--- src/rtl/fifo_rd_burst.sv ---
// fifo_rd_burst: drains a FIFO read port into valid/ready bursts of up to BURST words, with o_last on the final word
module fifo_rd_burst #(
  parameter int DW      = 64,
  parameter int CW      = 10,
  parameter int BURST   = 8,
  parameter int TIMEOUT = 255
) (
  input  logic          clk_rd,
  input  logic          rst_rd_n,
  input  logic          i_fifo_empty,
  input  logic [CW-1:0] i_fifo_words,
  input  logic [DW-1:0] i_fifo_data,
  output logic          o_fifo_rd_en,
  input  logic          i_flush,
  output logic [DW-1:0] o_data,
  output logic          o_valid,
  output logic          o_last,
  input  logic          i_ready,
  output logic          o_busy
);
  localparam logic [1:0] S_IDLE  = 2'd0;
  localparam logic [1:0] S_BURST = 2'd1;
  localparam logic [1:0] S_DRAIN = 2'd2;
  localparam logic [CW-1:0] BURST_W = CW'(BURST);
  localparam logic [15:0] TIMEOUT_W = 16'(TIMEOUT);
  logic [1:0]    state_q, state_d;
  logic [15:0]   timer_q, timer_d;
  logic [CW-1:0] pop_cnt_q, pop_cnt_d;
  logic          rd_q, rd_d, rd_last_q, rd_last_d;
  logic [1:0]    occ_q, occ_d, occ_p;
  logic [DW-1:0] buf0_q, buf0_d, buf1_q, buf1_d;
  logic          lst0_q, lst0_d, lst1_q, lst1_d;
  logic          deq, rd_en, trig_full, trig_part;
  always_comb begin
    deq = (occ_q != 2'd0) && i_ready;
    // reads in flight plus held words must stay within the two skid entries
    rd_en = rst_rd_n && state_q == S_BURST && pop_cnt_q != '0 && !i_fifo_empty &&
            (3'(occ_q) + 3'(rd_q) < 3'd2 + 3'(deq));
    trig_full = i_fifo_words >= BURST_W;
    trig_part = i_fifo_words != '0 && (timer_q >= TIMEOUT_W || i_flush);
    state_d = state_q;
    timer_d = 16'd0;
    pop_cnt_d = pop_cnt_q - CW'(rd_en);
    if (state_q == S_IDLE) begin
      timer_d = i_fifo_empty ? 16'd0 : (timer_q == 16'hffff ? timer_q : timer_q + 16'd1);
      if (trig_full || trig_part) begin
        state_d = S_BURST;
        timer_d = 16'd0;
        pop_cnt_d = trig_full ? BURST_W : i_fifo_words;
      end
    end else if (state_q == S_BURST) begin
      state_d = pop_cnt_d == '0 ? S_DRAIN : S_BURST;
    end else begin
      state_d = (deq && lst0_q) ? S_IDLE : state_q;
    end
    rd_d = rd_en;
    rd_last_d = rd_en && pop_cnt_q == CW'(1);
    occ_p = occ_q - 2'(deq);
    buf0_d = deq ? buf1_q : buf0_q;
    lst0_d = deq ? lst1_q : lst0_q;
    buf1_d = buf1_q;
    lst1_d = lst1_q;
    if (rd_q && occ_p == 2'd0) begin
      buf0_d = i_fifo_data;
      lst0_d = rd_last_q;
    end else if (rd_q) begin
      buf1_d = i_fifo_data;
      lst1_d = rd_last_q;
    end
    occ_d = occ_p + 2'(rd_q);
  end
  always_ff @(posedge clk_rd) begin
    if (!rst_rd_n) begin
      state_q   <= S_IDLE;
      timer_q   <= '0;
      pop_cnt_q <= '0;
      rd_q      <= 1'b0;
      rd_last_q <= 1'b0;
      occ_q     <= '0;
      buf0_q    <= '0;
      buf1_q    <= '0;
      lst0_q    <= 1'b0;
      lst1_q    <= 1'b0;
    end else begin
      state_q   <= state_d;
      timer_q   <= timer_d;
      pop_cnt_q <= pop_cnt_d;
      rd_q      <= rd_d;
      rd_last_q <= rd_last_d;
      occ_q     <= occ_d;
      buf0_q    <= buf0_d;
      buf1_q    <= buf1_d;
      lst0_q    <= lst0_d;
      lst1_q    <= lst1_d;
    end
  end
  assign o_fifo_rd_en = rd_en;
  assign o_data  = buf0_q;
  assign o_valid = occ_q != 2'd0;
  assign o_last  = o_valid && lst0_q;
  assign o_busy  = state_q != S_IDLE;
endmodule

--- config.mk ---
export PLATFORM = sky130hd
export DESIGN_NAME = fifo_rd_burst
export DESIGN_NICKNAME = d
export VERILOG_FILES = /design/src/rtl/fifo_rd_burst.sv
export SDC_FILE = /design/constraint.sdc
export NUM_CORES = 1
export LEC_CHECK = 0
export BUFFER_PORTS_ARGS = -buffer_cell sky130_fd_sc_hd__buf_2
export CORE_UTILIZATION = 42
export DETAILED_ROUTE_END_ITERATION = 10
export GPL_ROUTABILITY_DRIVEN = 0
export HOLD_SLACK_MARGIN = 0.08
export PLACE_DENSITY = 0.65
export SETUP_SLACK_MARGIN = 0.02
export SKIP_LAST_GASP = 1
export SYNTH_ARGS = -nofsm -noshare
export SYNTH_HDL_FRONTEND = slang
export SYNTH_SLANG_ARGS = --single-unit
--- constraint.sdc ---
create_clock -name clk_rd -period 3.6 [get_ports clk_rd]
set_input_delay 0.18 -clock clk_rd [delete_from_list [all_inputs] [get_ports clk_rd]]
set_output_delay 0.18 -clock clk_rd [all_outputs]
set_load 0.05 [all_outputs]
==> results of run 1 <==
## layer usage
| layer | GRT usage | up-vias | wire length, um |
|---|---|---|---|
| li1 | - | 3024 | - |
| met1 | 0.2393 | 2646 | 7575 |
| met2 | 0.3073 | 116 | 7335 |
| met3 | 0.04012 | 20 | 536 |
| met4 | 0.06993 | 0 | 259 |
| met5 | 0 | - | 0 |
## power by group
group | total [W] | internal (W) | switching [W]
Clock | 0.00176 | 0.00109 | 0.000671
Combinational | 0.00162 | 0.000576 | 0.00105
Sequential | 0.00207 | 0.00196 | 0.000109
Total | 0.00545 | 0.00362 | 0.00183
## worst paths after layout
path	startpoint	endpoint	depth (start not counted)
min reg2reg	buf1_q[63]$_SDFFE_PN0P_	buf1_q[63]$_SDFFE_PN0P_	2
min	i_fifo_words[0]	pop_cnt_q[0]$_SDFF_PN0_	3
max reg2reg	pop_cnt_q[2]$_SDFF_PN0_	state_q[0]$_SDFFE_PN0P_	10
max	pop_cnt_q[2]$_SDFF_PN0_	state_q[0]$_SDFFE_PN0P_	10
## kinds of logic (layout without fill, tap and decap cells)
kind of cell	after synthesis	count (layout)	share of synthesized area
and+or+nand+nor	302	302	0.1845
AOI/OAI and AO/OA	153	153	0.1849
DFF	162	162	0.4626
adders and majority gates	7	7	0.01249
xor gates and xnor gates	19	19	0.02374
muxes	66	66	0.09423
buffers and inverters	64	254	0.03748
## cell usage in the layout (no fill, tap or decap), types with 2 or more instances in the layout
cell / Yosys / routed
sky130_fd_sc_hd__o211a_1: 65 / 65
sky130_fd_sc_hd__xor2_1: 5 / 5
sky130_fd_sc_hd__and2_1: 4 / 3
sky130_fd_sc_hd__nand2_1: 208 / 207
sky130_fd_sc_hd__nor2_2: 2 / 2
sky130_fd_sc_hd__mux2i_1: 66 / 66
sky130_fd_sc_hd__buf_12: 0 / 2
sky130_fd_sc_hd__buf_4: 0 / 5
sky130_fd_sc_hd__dfxtp_1: 162 / 162
sky130_fd_sc_hd__nand4_1: 6 / 6
sky130_fd_sc_hd__nor3b_1: 3 / 3
sky130_fd_sc_hd__clkbuf_16: 0 / 17
sky130_fd_sc_hd__and2_2: 2 / 2
sky130_fd_sc_hd__dlygate4sd3_1: 0 / 66
sky130_fd_sc_hd__nor4_2: 2 / 2
sky130_fd_sc_hd__nor2_1: 33 / 33
sky130_fd_sc_hd__or3_1: 2 / 2
sky130_fd_sc_hd__a21oi_1: 4 / 4
sky130_fd_sc_hd__inv_1: 9 / 9
sky130_fd_sc_hd__nor4_1: 9 / 9
sky130_fd_sc_hd__nor3_1: 10 / 10
sky130_fd_sc_hd__o2bb2ai_1: 2 / 2
sky130_fd_sc_hd__clkinv_2: 0 / 3
sky130_fd_sc_hd__buf_2: 3 / 145
sky130_fd_sc_hd__bufinv_16: 0 / 3
sky130_fd_sc_hd__nand3_1: 10 / 9
sky130_fd_sc_hd__ha_1: 7 / 7
sky130_fd_sc_hd__a21boi_0: 65 / 65
sky130_fd_sc_hd__and3_1: 2 / 2
sky130_fd_sc_hd__o21ai_0: 6 / 6
sky130_fd_sc_hd__or2_2: 3 / 3
sky130_fd_sc_hd__clkbuf_1: 47 / 2
sky130_fd_sc_hd__xnor2_1: 14 / 14
## area by class of cell
type | count | area share
multi-input combinational | 547 | 0.3881
sequential | 162 | 0.3562
timing repair buffer | 218 | 0.1608
clock buffer | 20 | 0.04907
tap | 216 | 0.02969
clock inverter | 7 | 0.01237
inverter | 9 | 0.003711
## state kept, by name (all words and copies together) (netlist names)
name / flops
buf1_q: 64
o_data: 64
timer_q: 16
pop_cnt_q: 10
occ_q: 2
state_q: 2
lst0_q: 1
lst1_q: 1
rd_last_q: 1
rd_q: 1
## per-stage QoR
step	hold WS, ps	area, sq um	utilization	setup slack, ps	power [W]
after floorplan	296.9	7010	-	505.5	0.003298
after global placement	416.1	7884	0.4892	783.7	0.003672
after detailed placement	402.3	7884	0.4892	708.8	0.003686
after CTS	81.60	9104	0.5649	664.5	0.005514
after global routing	88.16	9104	0.5649	495.6	0.005721
final	102.8	9104	0.5649	668.5	0.005448
## worst register-to-register path: cells and delay by family (launching register included)
kind | cells | cell delay (ps)
compound gates | 2 | 400
fa+ha+maj | 2 | 540
flops | 1 | 380
simple gates | 6 | 1500
==> results.yml, run 1 <==
final_layout:
  regArea_sq_um: 3243
  drive_above_1_share: 0.2025
  multi_input_comb_area_sq_um: 3533
  final_net_count: 1041
  stdcell_count: 1179
  num_antenna_cells: 0
  flow.area_growth_from_synthesis_pct: 29.86
  fill_cells: 1512
logic_synthesis:
  post_synth_inst_count: 773
  cell_taking_the_most_area_after_synthesis: "sky130_fd_sc_hd__dfxtp_1"
  yosys.cell_types.count: 46
  ys_warn_count: 0
  dominantRegCellSynth: "sky130_fd_sc_hd__dfxtp_1"
  synth-seq-area-share: 0.4626
  number_of_enable_type_register_cells_in_the_synthesized_netlist: 0
  most_frequent_cell_after_synthesis: "sky130_fd_sc_hd__nand2_1"
  synth_async_sr_flop_share: 0
  synthTopCellsByArea: "sky130_fd_sc_hd__dfxtp_1 (46%), sky130_fd_sc_hd__nand2_1 (11%), sky130_fd_sc_hd__mux2i_1 (9.4%)"
  synth.cell_area_sq_um: 7010
  synth_seq_cells: 162
  synth.cells.most_frequent: "sky130_fd_sc_hd__nand2_1 (208), sky130_fd_sc_hd__dfxtp_1 (162), sky130_fd_sc_hd__mux2i_1 (66), sky130_fd_sc_hd__a21boi_0 (65), sky130_fd_sc_hd__o211a_1 (65)"
  synth.avg_cell_area_sq_um: 9.069
  syn_nets: 859
  synth_largest_type_area_fraction: 0.4626
global_routing:
  grt_use_total: 0.1870
  number_of_antenna_violations_at_the_first_check_in_global_routing: 0
  maximum_number_of_pins_on_one_net_before_global_route_repair: 89
  grt_pass1_vias: 5432
  grt-ovfl-total: 0
  first_pass_grt_wire_length_mm: 26.26
drt:
  detailedRoute.firstIterationViolations: 208
  detail_route.wl_per_cell_um: 13.32
  drc: 0
  drt_pass1_iterations: 4
  postRouteWirelength_mm: 15.71
  antenna_violating_nets_post_route: 0
  vias: 5806
  routed_via_density: 4.925
pwr:
  max-vdd-ir-drop_uv: 339.5
  pwr_density_cell_nw_per_um2: 598.4
  total_leakage_power_nw: 4.842
placement:
  post_detail_place_hpwl_mm: 9.425
  placed_cells: 1086
  place.port_buffers: 146
die:
  chipWidth_um: 131.2
  die_height_um: 131.2
  dieArea_sq_um: 17210
  core_area_sq_um: 16120
  ioPinCount: 147
  placement_rows: 46
  initial_utilization: 0.4350
sta:
  clock-skew-final_ps: 7.658
  final-max-slew-violation-count: 0
  layout_worst_path_cycle_share: 0.8143
  tns_ps: 0
  timing.max_slew.rel_slack: 0.4647
  pin_slew_with_the_least_headroom_to_its_limit_ps: 802.9
  rsz_0062_raised_after_global_routing: "false"
  final-hold-violation-count: 0
  max_clock_freq_mhz: 341.1
  finalWorstPathRequiredPeriod_ps: 2931
  setup-violations-final: 0
clocking:
  postCtsSetupRepairBufs: 0
  clock_sink_count: 162
  worst_skew_pair.late_latency_ps: 410
  root_buffer: "sky130_fd_sc_hd__clkbuf_16"
  cts-hold-fix-buffers: 66
  cts_buffers: 17
  cts.htree.levels: 4
  cts_buffer_depth: 2
  post_cts.resized_instances: 0
  clk_pin_slew_ps: 60
  clock_tree_from_tritoncts: "built"
worst_setup_path:
  worst_setup_sp_type: "register"
  worst-path-buf-inv: 0
  critical_path_cell_sequence: "or4_1, or2_2, nor3_1, nor2_1, ha_1, ha_1, nand3_1, nor4_1, o2111ai_1, o21a_1"
  crit_required_ps: 3900
  cp.arrival_ps: 3240
  cpLargestDelayFamily: "simple AND/OR/NAND/NOR gates"
  crit_path_top_delay_cell: "sky130_fd_sc_hd__or4_1"
  ff2ff_setup_slack_ps: 670
  timing.critical_path.fanout_max: 8
  crit_path_end_kind: "register"
  crit_top_cell: "sky130_fd_sc_hd__ha_1"
  critPathKind: "reg -> reg"
  cpPeakStageDelay_ps: 550
flow_run:
  drv.max_cap_violation_count: 0
hold_path:
  worstHoldPathType: "in -> reg"
status:
  status: "completed"
Power figures use the tool's default switching activity.
==> inputs of run 2 (changes only) <==
Clock period 3.6 ns to 2.9 ns, I/O delays scaled along.
==> run 2 against run 1 <==
Effect of this change:
- combinational power up 32%
- critical path depth unchanged
- global-route usage increased by 0.46 points
- non-clock buffer count rose by 12
- fmax increased by 7.6%
- clock-buffer cell count fell by 1
- sequential power is 24% higher
- clock power up 26%
- clock skew up 1.6 ps
- sequential share of layout area shrank 0.68 points
- power increased by 27%
==> results.yml, run 2 (synthesis gave the netlist of run 1 again) <==
placement:
  place.port_buffers: 146
  post_detail_place_hpwl_mm: 10.18
  post_dp_cell_area_sq_um: 7974
worst_setup_path:
  ff2ff_setup_slack_ps: 180
  cp.arrival_ps: 3030
  critPathKind: "reg -> reg"
  timing.rr.end: "state_q[0]$_SDFFE_PN0P_"
  crit_required_ps: 3210
  crit_path_end_kind: "register"
  worst_r2r_path_depth: 10
  worst_setup_sp_type: "register"
  timing.critical_path.fanout_max: 4
  timing.rr.start: "pop_cnt_q[3]$_SDFF_PN0_"
global_routing:
  number_of_antenna_violations_at_the_first_check_in_global_routing: 0
  m1_gr_usage: 0.2440
  busiest_layer_in_global_routing: "met2"
  grt_pass1_vias: 5553
  global_route.usage.met2: 0.3115
  grt-ovfl-total: 0
  gr-usage-met3: 0.04823
  first_pass_grt_wire_length_mm: 26.81
  grt_use_total: 0.1915
  maximum_number_of_pins_on_one_net_before_global_route_repair: 74
pwr:
  pwr-share-seq: 0.371
  p_comb_frac: 0.309
  pwr_density_cell_nw_per_um2: 744.8
  max-vdd-ir-drop_uv: 410.8
  sw_share: 0.3366
  total_power_w: 0.006924
  power.clock.fraction: 0.320
  intPower_w: 0.004593
  switchingPower_w: 0.002331
  total_leakage_power_nw: 4.927
final_layout:
  drive_above_1_share: 0.2270
  num_antenna_cells: 0
  finish.utilization: 0.5769
  finish.instance_area_sq_um: 9296
  layout.cells.most_common: "sky130_fd_sc_hd__nand2_1"
  most-common-layout-cells: "sky130_fd_sc_hd__nand2_1 (207), sky130_fd_sc_hd__dfxtp_1 (160), sky130_fd_sc_hd__buf_2 (145)"
  final_net_count: 1053
  flow.area_growth_from_synthesis_pct: 32.61
flow_run:
  drv.max_cap_violation_count: 0
hold_path:
  worst_hold_path.num_cells: 3
  min-delay-start: "i_fifo_words[0]"
  hold-path-endpoint: "pop_cnt_q[0]$_SDFF_PN0_"
  worstHoldPathType: "in -> reg"
clocking:
  cts_buffers: 17
  worst_skew_pair.late_latency_ps: 420
  clock_sink_count: 162
  cts_buffer_depth: 2
  cts.htree.levels: 4
  clock_tree_from_tritoncts: "built"
  root_buffer: "sky130_fd_sc_hd__clkbuf_16"
  clk_pin_slew_ps: 60
sta:
  setup-violations-final: 0
  pin_slew_with_the_least_headroom_to_its_limit_ps: 819.0
  tns_ps: 0
  rsz_0062_raised_after_global_routing: "false"
  layout_worst_path_cycle_share: 0.9392
  final-max-slew-violation-count: 0
  timing.max_slew.rel_slack: 0.4540
  max_clock_freq_mhz: 367.2
  clock-skew-final_ps: 9.271
  finalWorstPathRequiredPeriod_ps: 2724
  final-hold-violation-count: 0
status:
  status: "completed"
die:
  core_area_sq_um: 16120
  initial_utilization: 0.4350
  die_height_um: 131.2
  placement_rows: 46
  dieArea_sq_um: 17210
  ioPinCount: 147
  chipWidth_um: 131.2
drt:
  drc: 0
  antenna_violating_nets_post_route: 0
  detail_route.wl_per_cell_um: 13.63
  drt_pass1_iterations: 4
  detailedRoute.firstIterationViolations: 226
  routed_via_density: 4.917
  vias: 5871
  postRouteWirelength_mm: 16.27
[run 2: how the worst max path moves through the flow]
stage | startpoint | end | slack (ps)
2_1_floorplan | pop_cnt_q[2]$_SDFF_PN0_ | state_q[0]$_SDFFE_PN0P_ | 70
3_3_place_gp | pop_cnt_q[3]$_SDFF_PN0_ | state_q[0]$_SDFFE_PN0P_ | 150
3_5_place_dp | pop_cnt_q[3]$_SDFF_PN0_ | state_q[0]$_SDFFE_PN0P_ | 50
4_1_cts | pop_cnt_q[3]$_SDFF_PN0_ | state_q[0]$_SDFFE_PN0P_ | 40
5_1_grt | rd_q$_SDFF_PN0_ | state_q[0]$_SDFFE_PN0P_ | 40
6_report | pop_cnt_q[3]$_SDFF_PN0_ | state_q[0]$_SDFFE_PN0P_ | 180
[run 2: critical path, cell delays in order (launching register included)]
cell	delay, ps
sky130_fd_sc_hd__dfxtp_4	350
sky130_fd_sc_hd__or4_4	520
sky130_fd_sc_hd__or2_4	290
sky130_fd_sc_hd__nor3_4	210
sky130_fd_sc_hd__nor2_4	50
sky130_fd_sc_hd__ha_2	200
sky130_fd_sc_hd__ha_4	260
sky130_fd_sc_hd__nand3_1	90
sky130_fd_sc_hd__nor4_2	270
sky130_fd_sc_hd__o2111ai_2	170
sky130_fd_sc_hd__o21a_1	210
[run 2: layout make-up]
| type | count | area, sq um |
|---|---|---|
| well taps | 216 | 270.3 |
| multi-input cells | 547 | 3597 |
| fillers | 1452 | 6819 |
| inverters | 9 | 33.78 |
| repair buffers | 230 | 1567 |
| clock inverters | 11 | 137.6 |
| flip-flops and latches | 162 | 3248 |
| clock buffers | 19 | 442.9 |
[run 2: routing by layer]
layer	share of wire	vias up
li1	-	3051
met1	0.47	2709
met2	0.48	101
met3	0.040	10
met4	0.0090	0
met5	0	-
[run 2: timing repair]
action / in CTS / in global routing
endpoints found under the hold margin: 130 / 0
pin swaps: 0 / 6
buffers inserted: 0 / 4
setup endpoints to repair: 1 / 2
hold buffers: 66 / 0
resized for setup: 1 / 11
[run 2: through the flow]
stage / hold WS [ps] / instances / setup slack, ps
after CTS: 128.8 / 1190 / 35.89
after detailed placement: 378.2 / 1094 / 54.29
final: 141.3 / 1194 / 176.4
after global routing: 132.0 / 1194 / 36.55
after floorplan: 261.9 / 773 / 66.38
after global placement: 375.4 / 1094 / 154.4
[run 2: power by group through the flow]
stage	Sequential [W]	Combinational, W	Clock (W)
2_1_floorplan	0.00302	0.00109	0
6_report	0.00257	0.00214	0.00222
4_1_cts	0.00257	0.00207	0.00229
5_1_grt	0.00259	0.00232	0.00238
3_5_place_dp	0.00261	0.00200	0
3_3_place_gp	0.00261	0.00199	0
